### src/rtl/regfile_port_arbiter_if.sv
// Write-port bus of the integer register file arbiter.
//   core_*   : core writeback requester (valid/ready, addr, data)
//   dbg_*    : debug/loader requester   (valid/ready, addr, data)
//   rf_*     : registered write port toward the register file
//   init_busy: clear sequence in progress
// master = requesters + register-file side, slave = the arbiter.
interface regfile_port_arbiter_if #(
    parameter int AW = 5,
    parameter int DW = 32
);
    logic          core_wvalid;
    logic          core_wready;
    logic [AW-1:0] core_waddr;
    logic [DW-1:0] core_wdata;

    logic          dbg_wvalid;
    logic          dbg_wready;
    logic [AW-1:0] dbg_waddr;
    logic [DW-1:0] dbg_wdata;

    logic          rf_we;
    logic [AW-1:0] rf_waddr;
    logic [DW-1:0] rf_wdata;
    logic          init_busy;

    modport master (
        output core_wvalid, core_waddr, core_wdata,
        output dbg_wvalid,  dbg_waddr,  dbg_wdata,
        input  core_wready, dbg_wready,
        input  rf_we, rf_waddr, rf_wdata, init_busy
    );

    modport slave (
        input  core_wvalid, core_waddr, core_wdata,
        input  dbg_wvalid,  dbg_waddr,  dbg_wdata,
        output core_wready, dbg_wready,
        output rf_we, rf_waddr, rf_wdata, init_busy
    );
endinterface

### src/rtl/regfile_port_arbiter.sv
// Owner of the single register-file write port.
// After reset, clears x1..x(NUM_REGS-1) one register per cycle, then
// arbitrates core writeback (priority) and debug/loader (starvation-guarded)
// onto the port. All register-file outputs are registered.
// Ports:
//   clk  - rising-edge clock
//   rst  - synchronous active-high reset
//   bus  - slave modport: core_*/dbg_* valid/ready requests in,
//          rf_we/rf_waddr/rf_wdata and init_busy out
module regfile_port_arbiter #(
    parameter int NUM_REGS     = 32,
    parameter int AW           = 5,
    parameter int DW           = 32,
    parameter int STARVE_LIMIT = 4
) (
    input  logic                  clk,
    input  logic                  rst,
    regfile_port_arbiter_if.slave bus
);
    localparam int SCW = $clog2(STARVE_LIMIT + 1);
    localparam logic [AW-1:0]  LAST_ADDR  = AW'(NUM_REGS - 1);
    localparam logic [SCW-1:0] STARVE_MAX = SCW'(STARVE_LIMIT);

    typedef enum logic {S_CLEAR, S_RUN} state_t;

    typedef struct packed {
        logic [AW-1:0] addr;
        logic [DW-1:0] data;
    } wreq_t;

    state_t         r_state,      w_state_nxt;
    logic [AW-1:0]  r_clr_ptr,    w_clr_ptr_nxt;
    logic [SCW-1:0] r_starve_cnt, w_starve_cnt_nxt;
    logic           r_rf_we,      w_rf_we_nxt;
    wreq_t          r_rf_wr,      w_rf_wr_nxt;
    logic           r_init_busy,  w_init_busy_nxt;

    wreq_t w_core_req;
    wreq_t w_dbg_req;
    logic  w_force_dbg;
    logic  w_core_wready;
    logic  w_dbg_wready;
    logic  w_grant_core;
    logic  w_grant_dbg;

    assign w_core_req = '{addr: bus.core_waddr, data: bus.core_wdata};
    assign w_dbg_req  = '{addr: bus.dbg_waddr,  data: bus.dbg_wdata};

    always_comb begin
        w_state_nxt      = r_state;
        w_clr_ptr_nxt    = r_clr_ptr;
        w_starve_cnt_nxt = r_starve_cnt;
        w_rf_we_nxt      = 1'b0;
        w_rf_wr_nxt      = r_rf_wr;
        w_init_busy_nxt  = r_init_busy;
        w_force_dbg      = 1'b0;
        w_core_wready    = 1'b0;
        w_dbg_wready     = 1'b0;
        w_grant_core     = 1'b0;
        w_grant_dbg      = 1'b0;

        case (r_state)
            S_CLEAR: begin
                w_rf_we_nxt = 1'b1;
                w_rf_wr_nxt = '{addr: r_clr_ptr, data: '0};
                if (r_clr_ptr == LAST_ADDR) begin
                    w_state_nxt     = S_RUN;
                    w_init_busy_nxt = 1'b0;
                end else begin
                    w_clr_ptr_nxt = r_clr_ptr + AW'(1);
                end
            end

            S_RUN: begin
                // Core normally wins; once debug has lost STARVE_LIMIT cycles
                // in a row it takes the port for one beat.
                w_force_dbg   = bus.dbg_wvalid && (r_starve_cnt >= STARVE_MAX);
                w_core_wready = !w_force_dbg;
                w_dbg_wready  = w_force_dbg || !bus.core_wvalid;
                w_grant_core  = bus.core_wvalid && w_core_wready;
                w_grant_dbg   = bus.dbg_wvalid  && w_dbg_wready;

                if (w_grant_dbg || !bus.dbg_wvalid)
                    w_starve_cnt_nxt = '0;
                else if (r_starve_cnt != STARVE_MAX)
                    w_starve_cnt_nxt = r_starve_cnt + SCW'(1);

                // x0 is hardwired: the handshake completes but no write is issued.
                if (w_grant_core) begin
                    w_rf_we_nxt = (w_core_req.addr != '0);
                    w_rf_wr_nxt = w_core_req;
                end else if (w_grant_dbg) begin
                    w_rf_we_nxt = (w_dbg_req.addr != '0);
                    w_rf_wr_nxt = w_dbg_req;
                end
            end
        endcase
    end

    always_ff @(posedge clk) begin
        if (rst) begin
            r_state      <= S_CLEAR;
            r_clr_ptr    <= AW'(1);
            r_starve_cnt <= '0;
            r_rf_we      <= 1'b0;
            r_rf_wr      <= '0;
            r_init_busy  <= 1'b1;
        end else begin
            r_state      <= w_state_nxt;
            r_clr_ptr    <= w_clr_ptr_nxt;
            r_starve_cnt <= w_starve_cnt_nxt;
            r_rf_we      <= w_rf_we_nxt;
            r_rf_wr      <= w_rf_wr_nxt;
            r_init_busy  <= w_init_busy_nxt;
        end
    end

    assign bus.core_wready = w_core_wready;
    assign bus.dbg_wready  = w_dbg_wready;
    assign bus.rf_we       = r_rf_we;
    assign bus.rf_waddr    = r_rf_wr.addr;
    assign bus.rf_wdata    = r_rf_wr.data;
    assign bus.init_busy   = r_init_busy;
endmodule

### src/flat_wrapper.sv
// flat-port wrapper written by rule: the top's interface ports become plain ports
module regfile_port_arbiter_flat 
#(
    parameter int NUM_REGS     = 32,
    parameter int AW           = 5,
    parameter int DW           = 32,
    parameter int STARVE_LIMIT = 4
)
  (clk, rst, bus_core_wvalid, bus_core_waddr, bus_core_wdata, bus_dbg_wvalid, bus_dbg_waddr, bus_dbg_wdata, bus_core_wready, bus_dbg_wready, bus_rf_we, bus_rf_waddr, bus_rf_wdata, bus_init_busy);
  regfile_port_arbiter_if #(.AW(AW), .DW(DW)) bus_i ();
  input  logic clk;
  input  logic rst;
  input wire logic [$bits(bus_i.core_wvalid)-1:0] bus_core_wvalid;
  input wire logic [$bits(bus_i.core_waddr)-1:0] bus_core_waddr;
  input wire logic [$bits(bus_i.core_wdata)-1:0] bus_core_wdata;
  input wire logic [$bits(bus_i.dbg_wvalid)-1:0] bus_dbg_wvalid;
  input wire logic [$bits(bus_i.dbg_waddr)-1:0] bus_dbg_waddr;
  input wire logic [$bits(bus_i.dbg_wdata)-1:0] bus_dbg_wdata;
  output wire logic [$bits(bus_i.core_wready)-1:0] bus_core_wready;
  output wire logic [$bits(bus_i.dbg_wready)-1:0] bus_dbg_wready;
  output wire logic [$bits(bus_i.rf_we)-1:0] bus_rf_we;
  output wire logic [$bits(bus_i.rf_waddr)-1:0] bus_rf_waddr;
  output wire logic [$bits(bus_i.rf_wdata)-1:0] bus_rf_wdata;
  output wire logic [$bits(bus_i.init_busy)-1:0] bus_init_busy;
  assign bus_i.core_wvalid = bus_core_wvalid;
  assign bus_i.core_waddr = bus_core_waddr;
  assign bus_i.core_wdata = bus_core_wdata;
  assign bus_i.dbg_wvalid = bus_dbg_wvalid;
  assign bus_i.dbg_waddr = bus_dbg_waddr;
  assign bus_i.dbg_wdata = bus_dbg_wdata;
  assign bus_core_wready = bus_i.core_wready;
  assign bus_dbg_wready = bus_i.dbg_wready;
  assign bus_rf_we = bus_i.rf_we;
  assign bus_rf_waddr = bus_i.rf_waddr;
  assign bus_rf_wdata = bus_i.rf_wdata;
  assign bus_init_busy = bus_i.init_busy;
  regfile_port_arbiter #(.NUM_REGS(NUM_REGS), .AW(AW), .DW(DW), .STARVE_LIMIT(STARVE_LIMIT)) u_core (.clk(clk), .rst(rst), .bus(bus_i));
endmodule
### config.mk
export PLATFORM = sky130hd
export DESIGN_NAME = regfile_port_arbiter_flat
export DESIGN_NICKNAME = d
export VERILOG_FILES = /design/src/rtl/regfile_port_arbiter_if.sv /design/src/rtl/regfile_port_arbiter.sv /design/src/flat_wrapper.sv
export SDC_FILE = /design/constraint.sdc
export NUM_CORES = 1
export LEC_CHECK = 0
export CORE_AREA = 2 2 99 101
export CTS_CLUSTER_SIZE = 24
export DETAILED_ROUTE_END_ITERATION = 6
export DIE_AREA = 0 0 101 103
export PLACE_DENSITY = 0.54
export SYNTH_ARGS = -nofsm -noshare
export SYNTH_HDL_FRONTEND = slang
export SYNTH_SLANG_ARGS = --single-unit
### constraint.sdc
create_clock -name clk -period 2.1 [get_ports clk]
set_input_delay 0.21 -clock clk [delete_from_list [all_inputs] [get_ports clk]]
set_output_delay 0.21 -clock clk [all_outputs]
set_load 0.005 [all_outputs]
==> flow_metrics.env <==
export IMPL_n_antenna_cell=0
export IMPL_synthTopCellsByArea="dfxtp_1, mux2i_1, nand2_1"
export IMPL_timing_rr_start="u_core.r_clr_ptr[0]"
export IMPL_grt_remaining_overflow=0
export IMPL_place_gp_congestion=0.865
export IMPL_synth_top_area_cell="dfxtp_1"
export IMPL_required_ns=1.89
export IMPL_r2r_slack_ns=0.40
export IMPL_synth_seq_cells=48
export IMPL_crit_path_end_kind="primary output"
export IMPL_die_h_um=103
export IMPL_grtUsageTotal_pct=11.2
export IMPL_first_global_vias=2055
export IMPL_ir_drop_v=0.000268
export IMPL_p_per_area_nw_per_um2=499
export IMPL_port_buffers=118
export IMPL_tightestPinTransition_ns=0.390
export IMPL_min_path_type="reg -> reg"
export IMPL_drive_above_1_share_pct=5.65
export IMPL_slew_viol_final=0
export IMPL_leakagePower_nw=1.33
export IMPL_grt_max_degree=33
export IMPL_seq_area_frac_synth_pct=44.3
export IMPL_netlist_area_um2=2170
export IMPL_status="complete, no violations"
export IMPL_cts_tree="yes"
export IMPL_crit_start="bus_dbg_wvalid"
export IMPL_hold_buffers=0
export IMPL_vias=2088
export IMPL_clk_latency_ns=0.29
export IMPL_fin_nets=435
export IMPL_cts_resized=0
export IMPL_tns_ns=0
export IMPL_regToRegEndpoint="u_core.r_clr_ptr[3]"
export IMPL_hold_ws_ns=0.448
export IMPL_min_from="u_core.bus.rf_wdata[18]"
export IMPL_worst_r2r_path_depth=5
export IMPL_cts_sinks=48
export IMPL_core_rowCount=36
export IMPL_wire_per_inst_um=12.9
export IMPL_drt_pass1_iterations=4
export IMPL_seqCellArea_um2=961
export IMPL_die_area_um2=10400
export IMPL_synth_cells_most_frequent="dfxtp_1, nand2_1, mux2i_1, o21ai_1, nor2_1"
export IMPL_synth_edf_count=0
export IMPL_hold_viol=0
export IMPL_synth_ff_type="dfxtp_1"
export IMPL_wl_mm=6.05
export IMPL_multi_input_area_um2=1080
export IMPL_drtAntennaViolNets=0
export IMPL_finalCriticalPeriod_ns=1.76
export IMPL_drc=0
export IMPL_clkTransAtPathRegs_ns=0.08
export IMPL_async_flop_share_pct=0
export IMPL_worstPathMaxFanout=8
export IMPL_ys_types=34
export IMPL_path_class="in -> out"
export IMPL_drv_cap=0
export IMPL_start_kind="input port"
export IMPL_fillers=964
export IMPL_cts_buffer_depth=2
export IMPL_htreeDepth=2
export IMPL_drt_initial_drc_count=33
export IMPL_synth_top_cell_area_share_pct=44.3
export IMPL_hpwl_mm=4.72
export IMPL_synth_cells=236
export IMPL_numCtsBuffers=5
export IMPL_root_buffer="clkbuf_8"
export IMPL_grt_antenna_before_repair=0
export IMPL_slew_headroom_pct=74.0
export IMPL_avgSynthCellArea_um2=9.20
export IMPL_io_pins=119
export IMPL_fmax_ghz=0.568
export IMPL_crit_path_end="bus_core_wready"
export IMPL_setup_viol=0
export IMPL_syn2layout_area_growth_pct=62.7
export IMPL_cp_arrival_ns=1.55
export IMPL_period_share_pct=83.8
export IMPL_synth_most_common_cell="dfxtp_1"
export IMPL_synth_warnings=0
export IMPL_core_um2=9460
export IMPL_cts_post_setup_buffers_inserted=0
export IMPL_viasPerCell=4.46
export IMPL_skew_ns=0.00797
export IMPL_rsz0062_at_grt="false"
export IMPL_synth_nets=318
export IMPL_die_x_um=101
export IMPL_initial_core_util_pct=22.9
export IMPL_grt_pass1_wl_mm=9.40
## stage by stage
step / util (%) / area [µm²] / cells / total power, W / worst slack [ns]
final: 37.3 / 3530 / 468 / 0.00176 / 0.340
after global routing: 37.3 / 3530 / 468 / 0.00187 / 0.276
after CTS: 37.3 / 3530 / 468 / 0.00180 / 0.324
after detailed placement: 36.4 / 3440 / 460 / 0.00123 / 0.290
after global placement: 36.4 / 3440 / 460 / 0.00123 / 0.310
after floorplan: - / 2170 / 236 / 0.00105 / 0.527
## worst max-delay path, stage by stage
cell	delay [ns]
clkdlybuf4s50_1	0.47
buf_4	0.20
a21oi_1	0.16
clkdlybuf4s50_1	0.52
## routing by layer
| layer | part of all wire [%] | track usage (%) |
|---|---|---|
| met1 | 44 | 12.9 |
| met2 | 47 | 20.4 |
| met3 | 7.8 | 3.32 |
| met4 | 1.2 | 3.01 |
| met5 | 0 | 0 |
## final cells by class
class / count / share of cell area (%)
Multi-Input combinational cell: 169 / 30.7
Inverter: 3 / 0.319
Tap cell: 114 / 4.04
Clock buffer: 8 / 2.55
Timing Repair Buffer: 126 / 35.2
Sequential cell: 48 / 27.2
## registers in the layout, indices dropped and copies added (netlist names)
register / cells
u_core.bus.init_busy: 1
u_core.bus.rf_waddr: 5
u_core.bus.rf_wdata: 32
u_core.bus.rf_we: 1
u_core.r_clr_ptr: 5
u_core.r_starve_cnt: 3
u_core.r_state: 1
## placed cells by master (no fill, tap or decap), types with 2 or more instances in the layout
master,synthesis,final
dfxtp_1,48,48
clkbuf_1,5,2
buf_4,4,8
a221oi_1,4,4
inv_1,2,2
or4_1,2,2
a21oi_1,6,6
xnor2_1,2,2
and2_1,4,4
nor2_1,13,13
ha_1,4,4
o21ai_1,30,30
a21o_1,2,2
nand4_1,3,3
clkbuf_8,0,6
o31ai_1,5,5
nor4_1,2,2
clkdlybuf4s50_1,0,118
nand2_1,43,43
o21ai_0,4,4
nor3_1,2,2
mux2i_1,32,32
## how the worst min path moves through the flow
| stage | endpoint | depth (start not counted) |
|---|---|---|
| after detailed placement | u_core.bus.rf_wdata[9] | 2 |
| after CTS | u_core.bus.rf_wdata[9] | 2 |
| after global placement | u_core.bus.rf_wdata[11] | 2 |
| after global routing | u_core.bus.rf_wdata[29] | 2 |
| final | u_core.bus.rf_wdata[18] | 2 |
| after floorplan | u_core.bus.rf_wdata[0] | 2 |
## power breakdown
group	total [W]	leakage (nW)	internal (W)	switching, W
clock network	0.000553	0.0455	0.000269	0.000284
registers	0.000935	0.388	0.000923	0.0000115
logic	0.000275	0.892	0.000189	0.0000859
total	0.00176	1.33	0.00138	0.000381
## cells by family after synthesis
group	share of synthesized area, %
AOI/OAI and AO/OA	15.0
xor gates and xnor gates	0.807
buffers and inverters	6.11
and+or+nand+nor	16.2
muxes	15.3
adders and majority gates	2.31
DFF	44.3
Power figures use the tool's default switching activity.
